### src/rtl/id_stage_pkg.sv
// Shared RV32I decode definitions: opcodes, ALUOp encodings, the decoded control
// bundle and the opcode-to-control decoder used by the ID stage.
package id_stage_pkg;

    localparam logic [6:0] OP_R      = 7'b0110011;
    localparam logic [6:0] OP_I      = 7'b0010011;
    localparam logic [6:0] OP_LOAD   = 7'b0000011;
    localparam logic [6:0] OP_STORE  = 7'b0100011;
    localparam logic [6:0] OP_BRANCH = 7'b1100011;

    localparam logic [1:0] ALU_LDST = 2'b00;
    localparam logic [1:0] ALU_BR   = 2'b01;
    localparam logic [1:0] ALU_R    = 2'b10;
    localparam logic [1:0] ALU_I    = 2'b11;

    localparam logic [31:0] NOP = 32'h0000_0013;

    typedef enum logic [1:0] {IMM_NONE, IMM_I, IMM_S, IMM_B} imm_sel_e;

    typedef struct packed {
        logic       reg_write;
        logic       mem_read;
        logic       mem_write;
        logic       branch;
        logic       alu_src;
        logic       mem_to_reg;
        logic [1:0] alu_op;
        imm_sel_e   imm_sel;
        logic       uses_rs1;
        logic       uses_rs2;
        logic       illegal;
    } ctrl_t;

    // Unsupported opcodes decode to an all-zero bundle with only illegal set, so
    // they never read operands and therefore never raise a load-use stall.
    function automatic ctrl_t decode(input logic [6:0] op);
        ctrl_t c;
        c = '0;
        case (op)
            OP_R: begin
                c.reg_write = 1'b1; c.alu_op = ALU_R;
                c.uses_rs1 = 1'b1; c.uses_rs2 = 1'b1;
            end
            OP_I: begin
                c.reg_write = 1'b1; c.alu_src = 1'b1; c.alu_op = ALU_I;
                c.imm_sel = IMM_I; c.uses_rs1 = 1'b1;
            end
            OP_LOAD: begin
                c.reg_write = 1'b1; c.mem_read = 1'b1; c.mem_to_reg = 1'b1;
                c.alu_src = 1'b1; c.alu_op = ALU_LDST; c.imm_sel = IMM_I;
                c.uses_rs1 = 1'b1;
            end
            OP_STORE: begin
                c.mem_write = 1'b1; c.alu_src = 1'b1; c.alu_op = ALU_LDST;
                c.imm_sel = IMM_S; c.uses_rs1 = 1'b1; c.uses_rs2 = 1'b1;
            end
            OP_BRANCH: begin
                c.branch = 1'b1; c.alu_op = ALU_BR; c.imm_sel = IMM_B;
                c.uses_rs1 = 1'b1; c.uses_rs2 = 1'b1;
            end
            default: c.illegal = 1'b1;
        endcase
        return c;
    endfunction

endpackage

### src/rtl/id_stage_reg_file.sv
// 2-read/1-write register file with async clear, hardwired x0 and a same-cycle
// WB-to-read bypass so ID never sees a stale value for the register being written.
module id_stage_reg_file #(
    parameter int XLEN  = 32,
    parameter int NREGS = 32,
    parameter int AW    = $clog2(NREGS)
) (
    input  logic            clk,
    input  logic            rst,
    input  logic [AW-1:0]   ra1,
    input  logic [AW-1:0]   ra2,
    input  logic            we,
    input  logic [AW-1:0]   wa,
    input  logic [XLEN-1:0] wd,
    output logic [XLEN-1:0] rd1,
    output logic [XLEN-1:0] rd2
);

    logic [NREGS-1:0][XLEN-1:0] regs;
    logic                       wr_en;
    logic                       byp1;
    logic                       byp2;

    assign wr_en = we && (wa != '0);

    always_ff @(posedge clk or posedge rst) begin
        if (rst)
            regs <= '0;
        else if (wr_en)
            regs[wa] <= wd;
    end

    // Bypass is held off during reset so reads show the cleared file.
    assign byp1 = !rst && wr_en && (wa == ra1);
    assign byp2 = !rst && wr_en && (wa == ra2);

    always_comb begin
        rd1 = '0;
        rd2 = '0;
        if (byp1)
            rd1 = wd;
        else if (ra1 != '0)
            rd1 = regs[ra1];
        if (byp2)
            rd2 = wd;
        else if (ra2 != '0)
            rd2 = regs[ra2];
    end

endmodule

### src/rtl/id_stage.sv
// RV32I instruction-decode stage: control decode, immediate generation, register
// read with WB bypass, load-use hazard detection and a running stall counter.
module id_stage
    import id_stage_pkg::*;
#(
    parameter int XLEN  = 32,
    parameter int NREGS = 32,
    parameter int CNT_W = 32
) (
    input  logic             clk,
    input  logic             rst,
    input  logic [XLEN-1:0]  pc_in,
    input  logic [31:0]      instr_in,
    input  logic             ex_mem_read,
    input  logic [4:0]       ex_rd,
    input  logic             branch_flush,
    input  logic             wb_reg_write,
    input  logic [4:0]       wb_rd,
    input  logic [XLEN-1:0]  wb_data,
    output logic             RegWrite,
    output logic             MemRead,
    output logic             MemWrite,
    output logic             Branch,
    output logic             ALUSrc,
    output logic             MemToReg,
    output logic [1:0]       ALUOp,
    output logic [XLEN-1:0]  pc_out,
    output logic [XLEN-1:0]  read_data1,
    output logic [XLEN-1:0]  read_data2,
    output logic [XLEN-1:0]  immediate,
    output logic [4:0]       rs1,
    output logic [4:0]       rs2,
    output logic [4:0]       rd,
    output logic [2:0]       funct3,
    output logic             funct7,
    output logic [31:0]      instr_out,
    output logic             pc_write,
    output logic             if_id_write,
    output logic             id_ex_flush,
    output logic             illegal_instr,
    output logic [CNT_W-1:0] stall_count
);

    ctrl_t       dec;
    logic [31:0] imm32;
    logic        stall;
    logic        hold;

    assign dec       = decode(instr_in[6:0]);
    assign rs1       = instr_in[19:15];
    assign rs2       = instr_in[24:20];
    assign rd        = instr_in[11:7];
    assign funct3    = instr_in[14:12];
    assign funct7    = instr_in[30];
    assign instr_out = instr_in;
    assign pc_out    = pc_in;

    always_comb begin
        imm32 = '0;
        case (dec.imm_sel)
            IMM_I:   imm32 = {{20{instr_in[31]}}, instr_in[31:20]};
            IMM_S:   imm32 = {{20{instr_in[31]}}, instr_in[31:25], instr_in[11:7]};
            IMM_B:   imm32 = {{19{instr_in[31]}}, instr_in[31], instr_in[7],
                              instr_in[30:25], instr_in[11:8], 1'b0};
            default: imm32 = '0;
        endcase
    end

    assign immediate = XLEN'(signed'(imm32));

    assign RegWrite      = !rst && dec.reg_write;
    assign MemRead       = !rst && dec.mem_read;
    assign MemWrite      = !rst && dec.mem_write;
    assign Branch        = !rst && dec.branch;
    assign ALUSrc        = !rst && dec.alu_src;
    assign MemToReg      = !rst && dec.mem_to_reg;
    assign ALUOp         = rst ? 2'b00 : dec.alu_op;
    assign illegal_instr = !rst && dec.illegal;

    // The load in EX lands one cycle later; a single bubble covers the gap.
    assign stall = !rst && ex_mem_read && (ex_rd != 5'd0) &&
                   (((ex_rd == rs1) && dec.uses_rs1) || ((ex_rd == rs2) && dec.uses_rs2));

    // A taken branch squashes the dependent instruction, so the stall is moot.
    assign hold        = stall && !branch_flush;
    assign pc_write    = !hold;
    assign if_id_write = !hold;
    assign id_ex_flush = !rst && (branch_flush || stall);

    always_ff @(posedge clk or posedge rst) begin
        if (rst)
            stall_count <= '0;
        else if (hold)
            stall_count <= stall_count + 1'b1;
    end

    id_stage_reg_file #(
        .XLEN  (XLEN),
        .NREGS (NREGS)
    ) u_reg_file (
        .clk (clk),
        .rst (rst),
        .ra1 (rs1),
        .ra2 (rs2),
        .we  (wb_reg_write),
        .wa  (wb_rd),
        .wd  (wb_data),
        .rd1 (read_data1),
        .rd2 (read_data2)
    );

endmodule

### config.mk
export PLATFORM = sky130hd
export DESIGN_NAME = id_stage
export DESIGN_NICKNAME = d
export VERILOG_FILES = /design/src/rtl/id_stage_pkg.sv /design/src/rtl/id_stage_reg_file.sv /design/src/rtl/id_stage.sv
export SDC_FILE = /design/constraint.sdc
export NUM_CORES = 2
export LEC_CHECK = 0
export BUFFER_PORTS_ARGS = -buffer_cell sky130_fd_sc_hd__buf_4
export CAP_MARGIN = 20
export CORE_ASPECT_RATIO = 0.75
export CORE_MARGIN = 3
export CORE_UTILIZATION = 30
export CTS_CLUSTER_SIZE = 16
export DETAILED_ROUTE_END_ITERATION = 10
export GPL_ROUTABILITY_DRIVEN = 0
export HOLD_SLACK_MARGIN = 0.12
export SLEW_MARGIN = 0
export SYNTH_ARGS = -nofsm -noshare
export SYNTH_HDL_FRONTEND = slang
export SYNTH_SLANG_ARGS = --single-unit
### constraint.sdc
create_clock -name clk -period 65.6 [get_ports clk]
set_clock_uncertainty 0.1 [all_clocks]
set_input_delay 3.28 -clock clk [delete_from_list [all_inputs] [get_ports clk]]
set_output_delay 3.28 -clock clk [all_outputs]
set_load 0.02 [all_outputs]
== Word level (Yosys, flattened, before mapping) ==
Index checks and enable logic that the tools add are counted.

* Equality and inequality tests: 12
* Order comparisons: 4
* Add/sub/neg operators: 1
* Mux-type cells: 23
* Reduce and logical (&&, ||, !) cells: 32

{| class="wikitable"
|+ Operators by type and width
! cell !! count
|-
| $bwmux W1024 || 1
|-
| $bmux W32 S5 || 2
|-
| $mux W32 || 7
|-
| $demux W32 S5 || 1
|-
| $pmux W32 S3 || 1
|-
| $add A32 B1 Y32 const B || 1
|-
| $eq A5 B5 Y1 || 4
|-
| $reduce_bool A5 Y1 || 4
|-
| $logic_and A1 B1 Y1 || 18
|-
| $lt A5 B6 Y1 const B || 3
|-
| $eq A7 B6 Y1 const B || 2
|-
| $pmux W2 S3 || 2
|-
| $reduce_or A3 Y1 || 3
|-
| $mux W1 || 8
|-
| $eq A7 B2 Y1 const B || 1
|-
| $eq A7 B5 Y1 const B || 1
|-
| $eq A7 B7 Y1 const B || 1
|-
| $ge A5 B1 Y1 const B || 1
|-
| $reduce_or A5 Y1 || 1
|-
| $eq A2 B2 Y1 const B || 2
|-
| $logic_not A1 Y1 || 3
|-
| $eq A2 B1 Y1 const B || 1
|-
| $logic_or A1 B1 Y1 || 2
|-
| $mux W2 || 1
|-
| $reduce_or A2 Y1 || 1
|}

* Output and inout port bits: 223
* Word-level logic and storage cells: 105
* Register bits after elaboration: 1056
* Input port bits: 111

== Depth between registers and ports, before layout ==
* Depth in word-level cells: 8
* Gate-level depth with buffers: 9
* Mapped depth without buffers: 6

== Modules after synthesis ==
From an unflattened synthesis, not the netlist that was laid out.

* Cells, all modules: 4493
* Area, all modules: 58721.3 sq um

{| class="wikitable"
|+ Modules (own cells, without submodules)
! module !! sequential area each (sq um) !! times used !! cells an instance !! area each (sq um)
|-
| id_stage_reg_file || 25624.6 || 1 || 4165 || 55703.4
|-
| id_stage || 800.8 || 1 || 328 || 3017.9
|}

== Least setup slack after synthesis ==
Ideal clock, no wire load.

* Kind: input to output
* Start: in rst
* End: out read_data1[10]
* Data required time: 62.220 ns
* Stages on the path: 7
* Path buffers: 1
* Data arrival time: 29.044 ns
* Path slack: 33.175 ns
* Cells stage by stage: inv_1 > o311ai_4 > nor4_2 > nor2b_1 > clkbuf_1 > a22oi_1 > nand2_1

* Cells in the longest elaborated chain, start to end: 4

{| class="wikitable"
|+ RTL lines
! item !! RTL line !! RTL
|-
| from (decl) || id_stage.sv:11 || <nowiki>input logic rst,</nowiki>
|-
| $logic_not A1 Y1 (no source line) || - ||
|-
| $logic_and A1 B1 Y1 (2 in series) || id_stage_reg_file.sv:34 || <nowiki>assign byp1 = !rst && wr_en && (wa == ra1);</nowiki>
|-
| $mux W32 || id_stage_reg_file.sv:40 || <nowiki>if (byp1)</nowiki>
|-
| to (decl) || id_stage.sv:28 || <nowiki>output logic [XLEN-1:0] read_data1,</nowiki>
|}

No other way between the ends.

== Final worst setup path ==
* Start: in instr_in[20]
* End: out read_data2[1]

* Cells in the longest elaborated chain, start to end: 4
* Elaborated cells between the ends (all ways): 7
* Those cells by class: 1 x eq/ne; 4 x mux; 2 x reduce/logical

{| class="wikitable"
|+ RTL lines
! item !! RTL line !! RTL
|-
| from (decl) || id_stage.sv:13 || <nowiki>input logic [31:0] instr_in,</nowiki>
|-
| $bmux W32 S5 || id_stage_reg_file.sv:47 || <nowiki>rd2 = regs[ra2];</nowiki>
|-
| $mux W32 (implied by the code) || id_stage_reg_file.sv:47 ||
|-
| $mux W32 || id_stage_reg_file.sv:46 || <nowiki>else if (ra2 != '0)</nowiki>
|-
| $mux W32 * || id_stage_reg_file.sv:44 || <nowiki>if (byp2)</nowiki>
|-
| to (decl) || id_stage.sv:29 || <nowiki>output logic [XLEN-1:0] read_data2,</nowiki>
|}

Every way passes the cells marked *; elsewhere a longest branch is shown, timed or not. The select of a mux whose other input is x is not followed.

==> key figures <==
Run status
  – Outcome: finished clean

Timing
  – Setup violations, final: 0
  – Setup ws final: 54,260 ps
  – Unrepaired setup endpoints after global routing: no
  – Final period util: 0.1729
  – Crit path time final: 11,340 ps
  – Setup TNS: 0 ps
  – Max Slew Vio Count: 0
  – Max frequency: 88.19 MHz
  – Worst slew margin: 0.2309
  – Final hold viol count: 0
  – Slew @ Worst Pin: 1151 ps

Floorplanning
  – Core area: 189,200 um^2
  – Row Count: 138
  – Starting Density: 0.3029
  – Die footprint: 196,400 um^2
  – Chip height: 384.6 um
  – IO Count: 334
  – Chip Width: 510.7 um

Layout
  – Share of layout cells above drive strength 1: 0.4576
  – Fill cell count: 18,428
  – Final #Nets: 4,242
  – Area growth, synth to finish: 12.35%

Place
  – Post-DP HPWL: 113,700 um
  – Port Buffer Count: 260
  – Pre-CTS setup slack: 54,250 ps

Drt
  – WL final: 201,100 um
  – Vias per cell: 5.781
  – WL/cell: 29.84 um
  – DR DRC count: 0
  – Drt first-iter violations: 3,970
  – Drt pass-1 iters: 5
  – ANT nets after route: 0
  – Routed via count: 38,944

Run
  – Max-Cap Viols: 0

Global route
  – Total track usage: 0.2001
  – Pin count of the biggest net entering global routing: 164
  – Initial antenna violation count: 10
  – Vias in the first global route: 39,453
  – Total grt overflow: 0
  – First-pass GRT wire length: 290,300 um

Setup path
  – Crit start category: input pin
  – Critical path arrival: 7960 ps
  – Critical path launch point: instr_in[20]
  – Crit path max fanout: 99
  – CP Class: input pin to output port
  – Critical Path End Type: output port
  – Reg2Reg Launch Point: stall_count[3]$_DFFE_PP0P_
  – Reg2Reg Setup Slack: 63,450 ps
  – Worst EP required: 62,220 ps

CTS
  – Skew-Pair Late Insertion Delay: 730 ps
  – Post-CTS sizing: 0
  – CTS clock-pin slew for the worst setup and hold paths: 60 ps
  – CTS buffer count: 106
  – Root Buffer: clkbuf_16
  – Max Root-Sink Buffers: 3
  – Setup bufs post-CTS: 0
  – Max H-tree Level: 3
  – # hold bufs at CTS: 0
  – TritonCTS clock tree: yes
  – CTS Sinks: 1,056

Logic synthesis
  – EDFF count, synth: 0
  – Synth cell count leaders: dfrtp_1 (1,056), mux2_2 (1,003), mux4_2 (341), mux2i_1 (336), clkbuf_1 (238)
  – Top-count cell post-synth: dfrtp_1
  – Asr flop ratio synth: 1.000
  – Synth top area cells: dfrtp_1 (46%), mux2_2 (20%), mux4_2 (13%)
  – Predominant post-synthesis flop cell: dfrtp_1
  – Syn avg cell area: 13.58 um^2
  – Syn. warnings: 0
  – Mapped Cells: 4,220
  – Post-synth top area cell: dfrtp_1
  – Synth Cell Area: 57,320 um^2
  – Synth cell types: 57
  – Post-synthesis sequential area ratio: 0.4610
  – Post-synth top area share: 0.4610
  – FF+latch count, synth: 1,056
  – Post-synth net total: 4,332

Worst hold path
  – Worst hold start: u_reg_file.regs[18]$_DFFE_PP0P_
  – Worst Hold Class: flip-flop to flip-flop

Power
  – Max IR drop VDD: 0.02301 mV
  – PD cells: 29.24 nW/um^2
  – Leak: 0.02793 uW
## per-stage QoR
stage	std cells	power (uW)	util	cell area [um^2]	hold slack [ps]
2_1_floorplan	4220	1143	-	57320	324.6
3_3_place_gp	6541	1240	0.3213	60800	260.4
3_5_place_dp	6541	1256	0.3213	60800	263.2
4_1_cts	6732	1890	0.3401	64360	277.2
5_1_grt	6736	1962	0.3403	64400	284.3
6_report	6737	1883	0.3403	64400	274.6
## registers in the layout, indices dropped and copies added (netlist names)
register,flops
u_reg_file.regs,1024
stall_count,32
## final timing paths
check | to | depth (start not counted)
max reg2reg | stall_count[31]$_DFFE_PP0P_ | 6
min reg2reg | u_reg_file.regs[18]$_DFFE_PP0P_ | 0
max | read_data2[1] | 9
min | u_reg_file.regs[18]$_DFFE_PP0P_ | 0
max in group asynchronous | u_reg_file.regs[220]$_DFFE_PP0P_ | 6
min in group asynchronous | stall_count[22]$_DFFE_PP0P_ | 2
## worst max-delay path: stages
cell and delay, ps:
buf_8 450, buf_4 790, buf_12 620, buf_4 790, mux4_2 380, o22ai_1 90, nor4_1 820, a211o_1 270
buf_4 170
## cell usage in the layout (no fill, tap or decap), types with 16 or more instances in the layout
cell type and instances:
and3_1 18, clkinv_2 16, a22oi_1 105, o221ai_1 22, xor2_1 17, mux4_2 341, a211oi_1 22, clkbuf_8 25
dfrtp_1 1056, nor2_1 54, o21ai_0 86, nand2_1 122, buf_4 353, mux2_2 1003, mux2i_1 336, a21oi_1 90
clkbuf_16 106, a221oi_1 114, xnor2_1 34, o22ai_1 56, a32o_1 18, nand4_1 22, nand2_2 16, clkbuf_1 23
## per-layer routing
| layer | wire length (um) | vias to the layer above | global-route usage | share of wire |
|---|---|---|---|---|
| li1 | - | 15833 | - | - |
| met1 | 85910 | 20953 | 0.2734 | 0.43 |
| met2 | 92050 | 1771 | 0.3123 | 0.46 |
| met3 | 15800 | 383 | 0.04443 | 0.079 |
| met4 | 7275 | 4 | 0.07101 | 0.036 |
| met5 | 27 | - | 0.0004892 | 0.00013 |
## where the power goes
group | switching (uW) | internal [uW] | leakage, uW
Sequential | 88.4 | 771 | 0.0136
Clock | 279 | 355 | 0.00175
Combinational | 174 | 216 | 0.0126
## logic make-up (layout without fill, tap and decap cells)
family | after synthesis | in the layout | share of synthesized area
xor+xnor | 51 | 51 | 0.007793
mux | 1684 | 1684 | 0.3905
compound gates | 537 | 537 | 0.06599
buf+inv | 562 | 555 | 0.04665
simple gates | 329 | 329 | 0.02787
flops | 1056 | 1056 | 0.4610
other cells | 0 | 4 | 0
fa+ha+maj | 1 | 1 | 0.0002182
## layout make-up
type | instances | area (um^2) | area share
Clock buffer | 154 | 3083 | 0.04787
Inverter | 3 | 20.02 | 0.0003109
Antenna cell | 4 | 10.01 | 0.0001554
Multi-Input combinational cell | 2602 | 28430 | 0.4415
Clock inverter | 37 | 479.2 | 0.007441
Sequential cell | 1056 | 26430 | 0.4103
Tap cell | 2520 | 3153 | 0.04896
Timing Repair Buffer | 361 | 2798 | 0.04344
No activity file was read; power rests on OpenSTA's default activity.
